`src/rtl/spi_0_fabric_slave.sv`:
```
// Fabric-side SPI mode-0 responder for the MSS SPI_0 link. SPI pins are oversampled
// in the fabric clock domain; TX words come through a one-deep holding register.
module spi_0_fabric_slave #(
  parameter int                  DATA_WIDTH  = 8,
  parameter int                  SYNC_STAGES = 2,
  parameter logic [DATA_WIDTH-1:0] IDLE_WORD = DATA_WIDTH'(8'hFF)
) (
  input  logic                  FAB_CCC_GL0,
  input  logic                  FAB_RESET_N,
  input  logic                  SPI_SCLK,
  input  logic                  SPI_SS_N,
  input  logic                  SPI_MOSI,
  output logic                  SPI_MISO,
  output logic                  SPI_MISO_OE,
  input  logic [DATA_WIDTH-1:0] TX_DATA,
  input  logic                  TX_VALID,
  output logic                  TX_READY,
  output logic [DATA_WIDTH-1:0] RX_DATA,
  output logic                  RX_VALID,
  output logic                  TX_UNDERRUN,
  output logic                  BUSY
);

  localparam int CNT_W = $clog2(DATA_WIDTH);
  localparam logic [CNT_W-1:0] LAST_BIT = CNT_W'(DATA_WIDTH - 1);

  typedef enum logic {S_IDLE, S_SHIFT} state_t;

  state_t                  r_state, w_state_nxt;
  logic [SYNC_STAGES-1:0]  r_sclk_sync, r_ss_sync, r_mosi_sync;
  logic                    r_sclk_d, r_ss_d;
  logic [DATA_WIDTH-1:0]   r_hold;
  logic                    r_hold_valid;
  logic [DATA_WIDTH-1:0]   r_tx_shift;
  logic [DATA_WIDTH-2:0]   r_rx_shift;
  logic [CNT_W-1:0]        r_bit_cnt;
  logic                    r_word_done;
  logic [DATA_WIDTH-1:0]   r_rx_data;
  logic                    r_rx_valid, r_underrun, r_miso, r_busy;

  logic w_sclk, w_ss_n, w_mosi;
  logic w_sclk_rise, w_sclk_fall, w_ss_fall, w_ss_rise;
  logic w_load, w_tx_shl, w_rx_sample, w_abort, w_accept, w_last_bit;
  logic [DATA_WIDTH-1:0] w_rx_word;

  assign w_sclk = r_sclk_sync[SYNC_STAGES-1];
  assign w_ss_n = r_ss_sync[SYNC_STAGES-1];
  assign w_mosi = r_mosi_sync[SYNC_STAGES-1];

  assign w_sclk_rise = w_sclk & ~r_sclk_d;
  assign w_sclk_fall = ~w_sclk & r_sclk_d;
  assign w_ss_fall   = ~w_ss_n & r_ss_d;
  assign w_ss_rise   = w_ss_n & ~r_ss_d;

  assign w_accept   = TX_VALID & ~r_hold_valid;
  assign w_last_bit = (r_bit_cnt == LAST_BIT);
  assign w_rx_word  = {r_rx_shift, w_mosi};

  // NOTE: SS_N resets high so a reset release never looks like a select edge.
  always_ff @(posedge FAB_CCC_GL0 or negedge FAB_RESET_N) begin
    if (!FAB_RESET_N) begin
      r_sclk_sync <= '0;
      r_ss_sync   <= '1;
      r_mosi_sync <= '0;
      r_sclk_d    <= 1'b0;
      r_ss_d      <= 1'b1;
    end else begin
      r_sclk_sync <= {r_sclk_sync[SYNC_STAGES-2:0], SPI_SCLK};
      r_ss_sync   <= {r_ss_sync[SYNC_STAGES-2:0], SPI_SS_N};
      r_mosi_sync <= {r_mosi_sync[SYNC_STAGES-2:0], SPI_MOSI};
      r_sclk_d    <= w_sclk;
      r_ss_d      <= w_ss_n;
    end
  end

  always_ff @(posedge FAB_CCC_GL0 or negedge FAB_RESET_N) begin
    if (!FAB_RESET_N) r_state <= S_IDLE;
    else              r_state <= w_state_nxt;
  end

  // NOTE: every output of this block gets a default first so no latch is inferred.
  always_comb begin
    w_state_nxt = r_state;
    w_load      = 1'b0;
    w_tx_shl    = 1'b0;
    w_rx_sample = 1'b0;
    w_abort     = 1'b0;
    case (r_state)
      S_IDLE: begin
        if (w_ss_fall) begin
          w_state_nxt = S_SHIFT;
          w_load      = 1'b1;
        end
      end
      S_SHIFT: begin
        // Deselect wins over any SCLK strobe landing in the same cycle.
        if (w_ss_rise) begin
          w_state_nxt = S_IDLE;
          w_abort     = 1'b1;
        end else if (w_sclk_rise) begin
          w_rx_sample = 1'b1;
        end else if (w_sclk_fall) begin
          if (r_word_done) w_load   = 1'b1;
          else             w_tx_shl = 1'b1;
        end
      end
      default: w_state_nxt = S_IDLE;
    endcase
  end

  always_ff @(posedge FAB_CCC_GL0 or negedge FAB_RESET_N) begin
    if (!FAB_RESET_N) begin
      r_hold       <= '0;
      r_hold_valid <= 1'b0;
      r_tx_shift   <= '0;
      r_rx_shift   <= '0;
      r_bit_cnt    <= '0;
      r_word_done  <= 1'b0;
      r_rx_data    <= '0;
      r_rx_valid   <= 1'b0;
      r_underrun   <= 1'b0;
      r_miso       <= 1'b0;
      r_busy       <= 1'b0;
    end else begin
      r_rx_valid <= 1'b0;
      r_underrun <= 1'b0;

      // A same-cycle load sees the register empty; the accepted word waits for the next load.
      if (w_accept) begin
        r_hold       <= TX_DATA;
        r_hold_valid <= 1'b1;
      end else if (w_load) begin
        r_hold_valid <= 1'b0;
      end

      if (w_load) begin
        r_tx_shift  <= r_hold_valid ? r_hold : IDLE_WORD;
        r_underrun  <= ~r_hold_valid;
        r_word_done <= 1'b0;
        if (r_state == S_IDLE) r_bit_cnt <= '0;
      end else if (w_tx_shl) begin
        r_tx_shift <= r_tx_shift << 1;
      end

      if (w_rx_sample) begin
        r_rx_shift <= w_rx_word[DATA_WIDTH-2:0];
        if (w_last_bit) begin
          r_rx_data   <= w_rx_word;
          r_rx_valid  <= 1'b1;
          r_bit_cnt   <= '0;
          r_word_done <= 1'b1;
        end else begin
          r_bit_cnt <= r_bit_cnt + 1'b1;
        end
      end

      if (w_abort) begin
        r_bit_cnt   <= '0;
        r_word_done <= 1'b0;
      end

      r_miso <= (r_state == S_SHIFT) & r_tx_shift[DATA_WIDTH-1];
      r_busy <= (r_state == S_SHIFT);
    end
  end

  assign SPI_MISO    = r_miso;
  assign SPI_MISO_OE = r_busy;
  assign BUSY        = r_busy;
  assign TX_READY    = ~r_hold_valid;
  assign RX_DATA     = r_rx_data;
  assign RX_VALID    = r_rx_valid;
  assign TX_UNDERRUN = r_underrun;

endmodule

```
`config.mk`:
```
export PLATFORM = sky130hd
export DESIGN_NAME = spi_0_fabric_slave
export DESIGN_NICKNAME = d
export VERILOG_FILES = /design/src/rtl/spi_0_fabric_slave.sv
export SDC_FILE = /design/constraint.sdc
export NUM_CORES = 1
export LEC_CHECK = 0
export CORE_ASPECT_RATIO = 1.2
export CORE_MARGIN = 3
export CORE_UTILIZATION = 30
export CTS_CLUSTER_SIZE = 24
export DETAILED_ROUTE_END_ITERATION = 10
export GPL_TIMING_DRIVEN = 1
export PLACE_DENSITY = 0.51
export SLEW_MARGIN = 10
export SYNTH_ARGS = -nofsm -noshare
export SYNTH_HDL_FRONTEND = slang
export SYNTH_SLANG_ARGS = --single-unit
```
`constraint.sdc`:
```
create_clock -name FAB_CCC_GL0 -period 2.2 [get_ports FAB_CCC_GL0]
set_input_delay 0.22 -clock FAB_CCC_GL0 [delete_from_list [all_inputs] [get_ports FAB_CCC_GL0]]
set_output_delay 0.22 -clock FAB_CCC_GL0 [all_outputs]
set_load 0.02 [all_outputs]
```
==> metrics.txt <==
# TYPE chip_impl_metric gauge
chip_impl_info{name="startpoint",value="r_ss_sync[1]"} 1
chip_impl_metric{name="clk_latency",unit="ns"} 0.29
chip_impl_info{name="synthMostInstantiatedCell",value="sky130_fd_sc_hd__dfrtp_1"} 1
chip_impl_metric{name="design_power_total",unit="W"} 0.00227
chip_impl_metric{name="ys_warn_count",unit=""} 0
chip_impl_metric{name="setup_tns",unit="ns"} 0
chip_impl_metric{name="hold_ws",unit="ns"} 0.335
chip_impl_metric{name="hold_violations",unit=""} 0
chip_impl_metric{name="dieWidth",unit="um"} 80.4
chip_impl_info{name="hold_path_origin",value="SPI_SS_N"} 1
chip_impl_metric{name="synthesis.area",unit="sq um"} 1990
chip_impl_info{name="start_kind",value="register"} 1
chip_impl_metric{name="path_clk_slew",unit="ns"} 0.08
chip_impl_info{name="cp_top_family",value="simple AND/OR/NAND/NOR gates"} 1
chip_impl_metric{name="reg2regPathDepth",unit=""} 4
chip_impl_metric{name="final_design_area_no_fill",unit="sq um"} 2430
chip_impl_metric{name="core",unit="sq um"} 6240
chip_impl_metric{name="synth-edff-count",unit=""} 0
chip_impl_info{name="synth_flop_cell",value="sky130_fd_sc_hd__dfrtp_1"} 1
chip_impl_metric{name="detail_route.vias_per_cell",unit=""} 4.69
chip_impl_metric{name="combined_area_of_the_multi_input_logic_cells",unit="sq um"} 704
chip_impl_info{name="critPathKind",value="reg -> reg"} 1
chip_impl_metric{name="buffer_ports.inserted",unit=""} 27
chip_impl_info{name="rsz0062_at_grt",value="false"} 1
chip_impl_metric{name="final.fill_count",unit=""} 605
chip_impl_metric{name="worst-path-max-fanout",unit=""} 10
chip_impl_metric{name="vdd_ir_drop_max",unit="V"} 0.000333
chip_impl_metric{name="arrival",unit="ns"} 1.92
chip_impl_metric{name="firstDrtPassIters",unit=""} 4
chip_impl_info{name="dominant_cell_type_by_area_after_synthesis",value="sky130_fd_sc_hd__dfrtp_1"} 1
chip_impl_metric{name="layout_worst_path_cycle_share",unit="%"} 78.9
chip_impl_metric{name="grt_start_max_net_pins",unit=""} 36
chip_impl_metric{name="required",unit="ns"} 2.38
chip_impl_metric{name="report.final.setup_viol",unit=""} 0
chip_impl_metric{name="yosysSeqAreaShare",unit="%"} 61.7
chip_impl_info{name="synth_top_cells_by_area",value="sky130_fd_sc_hd__dfrtp_1, sky130_fd_sc_hd__mux2_2, sky130_fd_sc_hd__mux2_4"} 1
chip_impl_metric{name="power_density",unit="nW/um^2"} 934
chip_impl_metric{name="synth_fp_nets",unit=""} 160
chip_impl_metric{name="cellLeakagePower",unit="nW"} 1.08
chip_impl_metric{name="die_y",unit="um"} 95.3
chip_impl_metric{name="fp-row-count",unit=""} 31
chip_impl_metric{name="drt_iter0_markers",unit=""} 36
chip_impl_metric{name="clockPowerShare",unit="%"} 23.0
chip_impl_info{name="rr_endpoint",value="RX_DATA[2]"} 1
chip_impl_metric{name="initial_core_util",unit="%"} 31.9
chip_impl_metric{name="antenna_cells",unit=""} 0
chip_impl_metric{name="final_layout_size_suffix_gt1_share",unit="%"} 22.6
chip_impl_metric{name="gr-usage-all-layers",unit="%"} 10.5
chip_impl_metric{name="count_of_pins_on_the_block_boundary",unit=""} 28
chip_impl_info{name="status",value="complete, no violations"} 1
chip_impl_info{name="cts_tree",value="yes"} 1
chip_impl_info{name="setup.worst_path.end_class",value="register"} 1
chip_impl_metric{name="critical_path.n_buffers_inverters",unit=""} 0
chip_impl_metric{name="drv_slew",unit=""} 0
chip_impl_metric{name="fin_crit",unit="ns"} 1.74
chip_impl_info{name="clk_root_buffer_cell",value="sky130_fd_sc_hd__clkbuf_8"} 1
chip_impl_metric{name="die-area",unit="sq um"} 7660
chip_impl_metric{name="drc_errors",unit=""} 0
chip_impl_metric{name="fin_util",unit="%"} 39.0
chip_impl_metric{name="synth_top_area_share",unit="%"} 57.8
chip_impl_metric{name="max_cap_viol_count",unit=""} 0
chip_impl_info{name="timing.critical_path.cells",value="nor2b_1 > and3b_1 > nand2_2 > mux2_2"} 1
chip_impl_metric{name="internal_power",unit="W"} 0.00167
chip_impl_metric{name="timing.fmax",unit="MHz"} 576
chip_impl_metric{name="cts-resized-gates",unit=""} 0
chip_impl_metric{name="clock_tree_buf_depth",unit=""} 2
chip_impl_metric{name="post_detailed_placement_half_perimeter_wirelength",unit="mm"} 2.55
chip_impl_metric{name="finish.net_count",unit=""} 192
chip_impl_metric{name="clkSinkCount",unit=""} 49
chip_impl_metric{name="peak_per_stage_delay_on_the_critical_path",unit="ns"} 0.59
chip_impl_metric{name="async_flop_share",unit="%"} 100
chip_impl_metric{name="ant_nets",unit=""} 0
chip_impl_metric{name="synth_cell_type_count",unit=""} 34
chip_impl_metric{name="max_slew.worst_pin.slew",unit="ns"} 0.444
chip_impl_metric{name="route.vias.total",unit=""} 1214
chip_impl_metric{name="synth.avg_cell_area",unit="sq um"} 13.8
chip_impl_metric{name="flop_and_latch_count_out_of_synthesis",unit=""} 49
chip_impl_metric{name="comb_power_share",unit="%"} 21.2
chip_impl_info{name="worst_hold_path.endpoint",value="r_ss_sync[0]"} 1
chip_impl_metric{name="layout.area.seq",unit="sq um"} 1230
chip_impl_metric{name="placed_area",unit="sq um"} 2330
chip_impl_metric{name="grt_pass1_wl",unit="mm"} 6.22
chip_impl_metric{name="fin_worst_skew",unit="ns"} 0.00758
chip_impl_metric{name="total_switching_power",unit="W"} 0.000599
chip_impl_metric{name="ff2ff_setup_slack",unit="ns"} 0.46
chip_impl_info{name="crit_slowest_cell",value="sky130_fd_sc_hd__dfstp_2"} 1
chip_impl_metric{name="gp_routability_congestion",unit=""} 0.811
chip_impl_metric{name="max-slew-margin-rel",unit="%"} 70.4
chip_impl_metric{name="wirelength",unit="mm"} 3.47
chip_impl_metric{name="tritoncts.num_buffers",unit=""} 5
chip_impl_metric{name="switching_share",unit="%"} 26.4
chip_impl_metric{name="cts_post_setup_buffers_inserted",unit=""} 0
chip_impl_info{name="worst_r2r_startpoint",value="r_ss_sync[1]"} 1
chip_impl_metric{name="grt-ovfl-total",unit=""} 0
chip_impl_metric{name="seq_power_share",unit="%"} 55.8
chip_impl_metric{name="cts_htree_levels",unit=""} 2
chip_impl_info{name="worst_hold_path_type",value="in -> reg"} 1
chip_impl_metric{name="holdPathStages",unit=""} 1
chip_impl_metric{name="post_synthesis_to_final_layout_area_growth",unit="%"} 22.1
chip_impl_info{name="synth.cells.most_frequent",value="sky130_fd_sc_hd__dfrtp_1, sky130_fd_sc_hd__mux2_2, sky130_fd_sc_hd__nand3_1"} 1
chip_impl_metric{name="hold_bufs_at_cts",unit=""} 1
chip_impl_metric{name="synthesis.instances",unit=""} 144
chip_impl_metric{name="number_of_antenna_violations_at_the_first_check_in_global_routing",unit=""} 0
chip_impl_metric{name="first_global_vias",unit=""} 1283
chip_impl_metric{name="avgRoutedWirePerCell",unit="um"} 13.4
[layer usage]
| layer | track usage [%] | part of all wire [%] | vias up |
|---|---|---|---|
| met4 | 3.10 | 1.1 | 0 |
| li1 | - | - | 584 |
| met1 | 13.5 | 45 | 592 |
| met5 | 0 | 0 | - |
| met3 | 3.21 | 5.5 | 5 |
| met2 | 16.9 | 48 | 33 |
[cell usage in the layout (no fill, tap or decap), types with 2 or more instances in the layout]
cell type and instances:
sky130_fd_sc_hd__clkbuf_1 2, sky130_fd_sc_hd__buf_4 3, sky130_fd_sc_hd__o21ai_0 2, sky130_fd_sc_hd__clkdlybuf4s50_1 26
sky130_fd_sc_hd__o31ai_1 7, sky130_fd_sc_hd__mux2_2 16, sky130_fd_sc_hd__inv_1 2, sky130_fd_sc_hd__and3b_1 2
sky130_fd_sc_hd__nand2_2 2, sky130_fd_sc_hd__nand3_1 9, sky130_fd_sc_hd__mux2_4 7, sky130_fd_sc_hd__dfstp_2 3
sky130_fd_sc_hd__a21oi_1 7, sky130_fd_sc_hd__a22o_1 3, sky130_fd_sc_hd__and2_1 2, sky130_fd_sc_hd__nor3_1 7
sky130_fd_sc_hd__dfrtp_1 46, sky130_fd_sc_hd__nor2_1 5, sky130_fd_sc_hd__clkbuf_8 6, sky130_fd_sc_hd__ha_1 2
sky130_fd_sc_hd__nor2b_1 3
[power groups by stage]
stage / sequential (W) / clock [W] / combinational, W
final: 0.00127 / 0.000522 / 0.000481
after floorplan: 0.00125 / 0 / 0.000361
after global routing: 0.00130 / 0.000590 / 0.000536
after CTS: 0.00128 / 0.000549 / 0.000491
after detailed placement: 0.00129 / 0 / 0.000486
after global placement: 0.00128 / 0 / 0.000472
[worst max-delay path by stage]
stage / cells after the start / to
finish: 4 / RX_DATA[2]
global route: 4 / RX_DATA[5]
CTS: 4 / RX_DATA[2]
detailed placement: 4 / RX_DATA[2]
global placement: 4 / RX_DATA[0]
floorplan: 4 / RX_DATA[0]
[cell type report]
class / count / share of cell area, %
flip-flops and latches: 49 / 50.6
multi-input cells: 87 / 29.0
repair buffers: 31 / 12.2
well taps: 82 / 4.22
clock buffers: 8 / 3.70
inverters: 2 / 0.309
[sequential cells by signal, indices dropped and copies added (netlist names), 2 cells and up]
name,cells
r_sclk_sync,2
r_bit_cnt,3
r_rx_shift,7
r_tx_shift,8
RX_DATA,8
r_ss_sync,2
r_mosi_sync,2
r_hold,8
[through the flow]
step           std cells  setup slack [ns]
2_1_floorplan        144             0.620
3_3_place_gp         250             0.535
3_5_place_dp         250             0.487
4_1_cts              259             0.457
5_1_grt              259             0.386
6_report             259             0.464
[cells by family (layout without fill, tap and decap cells)]
| kind of cell | after synthesis | count (layout) | synth area share (%) |
|---|---|---|---|
| AOI/OAI and AO/OA | 26 | 26 | 9.61 |
| and+or+nand+nor | 36 | 36 | 10.2 |
| DFF | 49 | 49 | 61.7 |
| adders and majority gates | 2 | 2 | 1.26 |
| muxes | 23 | 23 | 14.3 |
| buffers and inverters | 8 | 41 | 2.89 |
(Power assumes the default switching activity.)
